<file path="src/rtl/uart_rx_os.sv">
// Oversampling UART receiver: 2-flop input synchronizer, tick-driven frame FSM with
// optional parity and 1-2 stop bits, and a valid/ready output register with overrun flag.
module uart_rx_os #(
    parameter int DATA_WIDTH  = 8,
    parameter int CLK_FREQ_HZ = 125_000_000,
    parameter int BAUDRATE    = 115200,
    parameter int OVERSAMPLE  = 16,
    parameter int PARITY      = 0,
    parameter int STOP_BITS   = 1
) (
    input  logic                  clk,
    input  logic                  rstn,
    input  logic                  rx,
    output logic [DATA_WIDTH-1:0] data_o,
    output logic                  valid_o,
    input  logic                  ready_i,
    output logic                  parity_err_o,
    output logic                  frame_err_o,
    output logic                  overrun_o,
    output logic                  rx_busy
);
    localparam int TICK_RAW   = CLK_FREQ_HZ / (BAUDRATE * OVERSAMPLE);
    localparam int TICK_COUNT = (TICK_RAW < 1) ? 1 : TICK_RAW;
    localparam int TW         = (TICK_COUNT > 1) ? $clog2(TICK_COUNT) : 1;
    localparam int SW         = $clog2(OVERSAMPLE);
    localparam int BW         = $clog2(DATA_WIDTH);

    localparam logic [TW-1:0] TICK_LAST = TW'(TICK_COUNT - 1);
    localparam logic [SW-1:0] SMP_LAST  = SW'(OVERSAMPLE - 1);
    localparam logic [SW-1:0] SMP_HALF  = SW'(OVERSAMPLE / 2 - 1);
    localparam logic [BW-1:0] BIT_LAST  = BW'(DATA_WIDTH - 1);
    localparam logic [BW-1:0] STOP_LAST = BW'(STOP_BITS - 1);
    localparam logic          ODD_PAR   = (PARITY == 2);

    typedef enum logic [2:0] {S_IDLE, S_START, S_DATA, S_PARITY, S_STOP} state_t;

    state_t                  state_q, state_d;
    logic                    sync1_q, rx_s_q;
    logic [1:0]              sync_vld_q;
    logic                    armed_q, armed_d;
    logic [TW-1:0]           tick_cnt_q, tick_cnt_d;
    logic [SW-1:0]           smp_cnt_q, smp_cnt_d;
    logic [BW-1:0]           bit_cnt_q, bit_cnt_d;
    logic [DATA_WIDTH-1:0]   shift_q, shift_d;
    logic                    par_pend_q, par_pend_d;
    logic                    frm_pend_q, frm_pend_d;
    logic                    deliver_q, deliver_d;
    logic [DATA_WIDTH-1:0]   data_q, data_d;
    logic                    valid_q, valid_d;
    logic                    parity_err_q, parity_err_d;
    logic                    frame_err_q, frame_err_d;
    logic                    overrun_q, overrun_d;
    logic                    tick, bit_end, mid_start;

    always_comb begin
        state_d      = state_q;
        tick_cnt_d   = tick_cnt_q;
        smp_cnt_d    = smp_cnt_q;
        bit_cnt_d    = bit_cnt_q;
        shift_d      = shift_q;
        par_pend_d   = par_pend_q;
        frm_pend_d   = frm_pend_q;
        deliver_d    = 1'b0;
        data_d       = data_q;
        valid_d      = valid_q;
        parity_err_d = parity_err_q;
        frame_err_d  = frame_err_q;
        overrun_d    = 1'b0;
        // The line only counts as idle once a real high has passed the synchronizer,
        // so a line held low across reset release cannot fake a start bit.
        armed_d      = armed_q | (sync_vld_q[1] & rx_s_q);

        tick      = (tick_cnt_q == TICK_LAST);
        bit_end   = tick && (smp_cnt_q == SMP_LAST);
        mid_start = tick && (smp_cnt_q == SMP_HALF);

        if (state_q != S_IDLE) begin
            tick_cnt_d = tick ? '0 : tick_cnt_q + 1'b1;
            if (tick) smp_cnt_d = bit_end ? '0 : smp_cnt_q + 1'b1;
        end

        case (state_q)
            S_IDLE: begin
                if (armed_q && !rx_s_q) begin
                    state_d    = S_START;
                    tick_cnt_d = '0;
                    bit_cnt_d  = '0;
                    par_pend_d = 1'b0;
                    frm_pend_d = 1'b0;
                end
            end
            S_START: begin
                if (mid_start) state_d = rx_s_q ? S_IDLE : S_DATA;
            end
            S_DATA: begin
                if (bit_end) begin
                    shift_d[bit_cnt_q] = rx_s_q;
                    if (bit_cnt_q == BIT_LAST) begin
                        bit_cnt_d = '0;
                        state_d   = (PARITY != 0) ? S_PARITY : S_STOP;
                    end else begin
                        bit_cnt_d = bit_cnt_q + 1'b1;
                    end
                end
            end
            S_PARITY: begin
                if (bit_end) begin
                    par_pend_d = ((^shift_q) ^ rx_s_q) != ODD_PAR;
                    state_d    = S_STOP;
                end
            end
            S_STOP: begin
                if (bit_end) begin
                    if (!rx_s_q) frm_pend_d = 1'b1;
                    if (bit_cnt_q == STOP_LAST) begin
                        state_d   = S_IDLE;
                        deliver_d = 1'b1;
                    end else begin
                        bit_cnt_d = bit_cnt_q + 1'b1;
                    end
                end
            end
            default: state_d = S_IDLE;
        endcase

        if (state_d != state_q) smp_cnt_d = '0;

        // Output register never back-pressures the receiver; an unaccepted word is replaced.
        if (deliver_q) begin
            data_d       = shift_q;
            parity_err_d = par_pend_q;
            frame_err_d  = frm_pend_q;
            valid_d      = 1'b1;
            overrun_d    = valid_q && !ready_i;
        end else if (valid_q && ready_i) begin
            valid_d = 1'b0;
        end
    end

    always_ff @(posedge clk) begin
        if (!rstn) begin
            state_q      <= S_IDLE;
            sync1_q      <= 1'b1;
            rx_s_q       <= 1'b1;
            sync_vld_q   <= '0;
            armed_q      <= 1'b0;
            tick_cnt_q   <= '0;
            smp_cnt_q    <= '0;
            bit_cnt_q    <= '0;
            shift_q      <= '0;
            par_pend_q   <= 1'b0;
            frm_pend_q   <= 1'b0;
            deliver_q    <= 1'b0;
            data_q       <= '0;
            valid_q      <= 1'b0;
            parity_err_q <= 1'b0;
            frame_err_q  <= 1'b0;
            overrun_q    <= 1'b0;
        end else begin
            state_q      <= state_d;
            sync1_q      <= rx;
            rx_s_q       <= sync1_q;
            sync_vld_q   <= {sync_vld_q[0], 1'b1};
            armed_q      <= armed_d;
            tick_cnt_q   <= tick_cnt_d;
            smp_cnt_q    <= smp_cnt_d;
            bit_cnt_q    <= bit_cnt_d;
            shift_q      <= shift_d;
            par_pend_q   <= par_pend_d;
            frm_pend_q   <= frm_pend_d;
            deliver_q    <= deliver_d;
            data_q       <= data_d;
            valid_q      <= valid_d;
            parity_err_q <= parity_err_d;
            frame_err_q  <= frame_err_d;
            overrun_q    <= overrun_d;
        end
    end

    assign data_o       = data_q;
    assign valid_o      = valid_q;
    assign parity_err_o = parity_err_q;
    assign frame_err_o  = frame_err_q;
    assign overrun_o    = overrun_q;
    assign rx_busy      = (state_q != S_IDLE);

endmodule
</file>
<file path="config.mk">
export PLATFORM = sky130hd
export DESIGN_NAME = uart_rx_os
export DESIGN_NICKNAME = d
export VERILOG_FILES = /design/src/rtl/uart_rx_os.sv
export SDC_FILE = /design/constraint.sdc
export NUM_CORES = 1
export LEC_CHECK = 0
export BUFFER_PORTS_ARGS = -buffer_cell sky130_fd_sc_hd__buf_2
export CAP_MARGIN = 5
export CELL_PAD_IN_SITES_DETAIL_PLACEMENT = 1
export CELL_PAD_IN_SITES_GLOBAL_PLACEMENT = 1
export CORE_ASPECT_RATIO = 0.75
export CORE_MARGIN = 5
export CORE_UTILIZATION = 51
export CTS_BUF_LIST = sky130_fd_sc_hd__clkbuf_8
export DETAILED_ROUTE_END_ITERATION = 16
export PLACE_DENSITY = 0.95
export SETUP_SLACK_MARGIN = 0.02
export SLEW_MARGIN = 5
export SYNTH_ARGS = -nofsm -noshare
export SYNTH_HDL_FRONTEND = slang
export SYNTH_SLANG_ARGS = --single-unit
</file>
<file path="constraint.sdc">
create_clock -name clk -period 7.37 [get_ports clk]
set_clock_uncertainty 0.1 [all_clocks]
set_input_delay 1.474 -clock clk [delete_from_list [all_inputs] [get_ports clk]]
set_output_delay 1.474 -clock clk [all_outputs]
set_load 0.05 [all_outputs]
</file>
==> results_dict.tcl <==
set metrics [dict create \
    gr-total-overflow 0 \
    slew_headroom_pct 38.4 \
    ys_seq_area_share_pct 41.5 \
    setup_viol 0 \
    worstPathRequired_ns 5.80 \
    min_period_ns 3.19 \
    die-area_mm2 0.00567 \
    core_area_mm2 0.00408 \
    arrival_ns 1.62 \
    synth_cell_types 44 \
    synth_ff_type "dfxtp_1" \
    wire_per_inst_um 18.7 \
    cts_setup_buffers 0 \
    avgViaCountPerCell 5.79 \
    synth_top_cell_by_area "dfxtp_1" \
    tns_ns 0 \
    fmax_ghz 0.314 \
    die_x_um 85.3 \
    synth_nets 252 \
    synth_area_per_cell_um2 8.97 \
    synth_edf_count 0 \
    cts_num_sinks 45 \
    clk_latency_ns 0.30 \
    finalHoldViolCount 0 \
    row_count 20 \
    drc_errors 0 \
    hold_ws_ns 0.362 \
    ctsLongestPathBuffers 2 \
    drive_above_1_share_pct 11.1 \
    placed_area_mm2 0.00226 \
    startpoint_type "flop" \
    cts_made_buffers 5 \
    start_util_pct 53.2 \
    crit_type "flop to output port" \
    final.period_utilization_pct 43.3 \
    synth_seq_cells 45 \
    fillers 486 \
    ios 17 \
    yosys_warnings 0 \
    ir_worst_vdd_mv 0.141 \
    area_delta_synth_final_pct 8.47 \
    drv_slew 0 \
    synth.cell_area_mm2 0.00217 \
    diodes 0 \
    tightest_slew_ns 0.916 \
    leakage_nw 0.913 \
    cap_violations 0 \
    powerDensity_mw_per_mm2 179 \
    cts_resized 0 \
    worstSetupEndpointType "output port" \
    fin_area_mm2 0.00235 \
    fp.dieH_um 66.5 \
    num_vias 1777 \
    cts_tree "done" \
    port_buffers 16 \
    cts_root_buffer "clkbuf_8" \
    synthArstFlopShare_pct 0 \
    antenna_found_initial 0 \
    hold_class "flop to flop" \
    nets 261 \
    grt_pass1_vias 1865 \
    place_congestion 0.811 \
    drt_iter0_drc 137 \
    status "complete, no violations" \
    syn_inst 242 \
    rsz0062_at_grt "false" \
    grt.total_usage_pct 21.5 \
    place_hpwl_mm 3.94 \
    wl_mm 5.75 \
    drtAntennaViolNets 0 \
    grt_max_degree 45 \
    synth_top_area_share_pct 41.5 \
    grt_pass1_wl_mm 9.52 \
    clkSlewWorstSetupHoldPaths_ns 0.09 \
    htree_levels 2 \
    cts_hold_buf 0 \
    cp_max_fo 13 \
    first_pass_iters 6 \
    synthTopCellsByArea "dfxtp_1 (41%), mux2i_1 (7.8%), nor2b_1 (4.6%), nand2_1 (4.5%), ha_1 (3.5%)" \
]
==> area by class of cell <==
class	count	area (um2)	share of cell area [%]
clock inverters	2	13.8	0.584
clock buffers	6	82.6	3.51
flip-flops and latches	45	901	38.3
multi-input cells	178	1190	50.5
inverters	5	18.8	0.797
well taps	55	68.8	2.92
repair buffers	16	80.1	3.40
==> path summary, 6_finish.rpt <==
path	endpoint	slack, ns	cells past startpoint	from
setup reg to reg	shift_q[0]$_SDFFE_PN0P_	4.66	6	smp_cnt_q[0]$_SDFFE_PP0P_
hold reg to reg	rx_s_q$_SDFF_PN1_	0.36	1	sync1_q$_SDFF_PN1_
setup / recovery	rx_busy	4.18	2	state_q[1]$_SDFF_PN0_
hold / removal	rx_s_q$_SDFF_PN1_	0.36	1	sync1_q$_SDFF_PN1_
==> worst max-delay path, cell delays in order (launching register included) <==
cell	delay (ns)
dfxtp_1	0.61
or3_1	0.38
buf_2	0.33
==> power breakdown <==
group / switching (mW) / internal (mW) / leakage [nW]
sequential: 0.00193 / 0.245 / 0.364
combinational: 0.00883 / 0.00468 / 0.498
clock: 0.0863 / 0.0761 / 0.0512
total: 0.0970 / 0.325 / 0.913
==> placed cells by master, fill, tap and decap left out, types with 11 or more instances in the layout <==
cell,instances
buf_2,16
mux2i_1,17
nor2_1,13
o21ai_0,11
nand2_1,26
nor2b_1,16
nand3_1,14
dfxtp_1,45
==> cells in the mapped netlist (3+ instances only) <==
| master | instances |
|---|---|
| a21boi_0 | 6 |
| nand2_1 | 26 |
| ha_1 | 6 |
| nand3_1 | 14 |
| nor3_1 | 3 |
| a21oi_1 | 6 |
| nor2_1 | 13 |
| xor2_1 | 4 |
| nand2b_1 | 5 |
| clkbuf_1 | 11 |
| or3_1 | 5 |
| o31ai_1 | 3 |
| nor2b_1 | 16 |
| inv_1 | 5 |
| mux2i_1 | 17 |
| and2_1 | 4 |
| and3_1 | 5 |
| dfxtp_1 | 45 |
| xnor2_1 | 6 |
| o21ai_0 | 11 |
==> through the flow <==
stage	total power [mW]	setup slack [ns]	utilization, %	std cells
floorplan	0.261	4.52	-	242
global placement	0.264	4.50	55.4	299
detailed placement	0.265	4.38	55.4	299
CTS	0.425	4.20	57.7	307
global route	0.434	4.10	57.7	307
finish	0.422	4.18	57.7	307
==> routing by layer <==
metal / GRT usage, % / wire (um)
met5: 0 / 0
met1: 27.4 / 2680
met4: 6.13 / 53
met2: 37.1 / 2790
met3: 4.20 / 227
==> cells by family (layout without fill, tap and decap cells) <==
group                      Yosys count  in the layout  share of synthesized area [%]
xor gates and xnor gates            11             11                           5.07
adders and majority gates            6              6                           3.46
buffers and inverters               19             29                           3.69
muxes                               17             17                           7.84
AOI/OAI and AO/OA                   40             40                           12.6
and+or+nand+nor                    104            104                           25.9
DFF                                 45             45                           41.5
==> state kept, by name (all words and copies together), names as in the netlist <==
signal,flops
data_o,8
sync1_q,1
bit_cnt_q,3
par_pend_q,1
valid_o,1
state_q,3
sync_vld_q,2
smp_cnt_q,4
armed_q,1
frm_pend_q,1
rx_s_q,1
frame_err_o,1
overrun_o,1
parity_err_o,1
tick_cnt_q,7
deliver_q,1
shift_q,8
No activity file was read; power rests on OpenSTA's default activity.
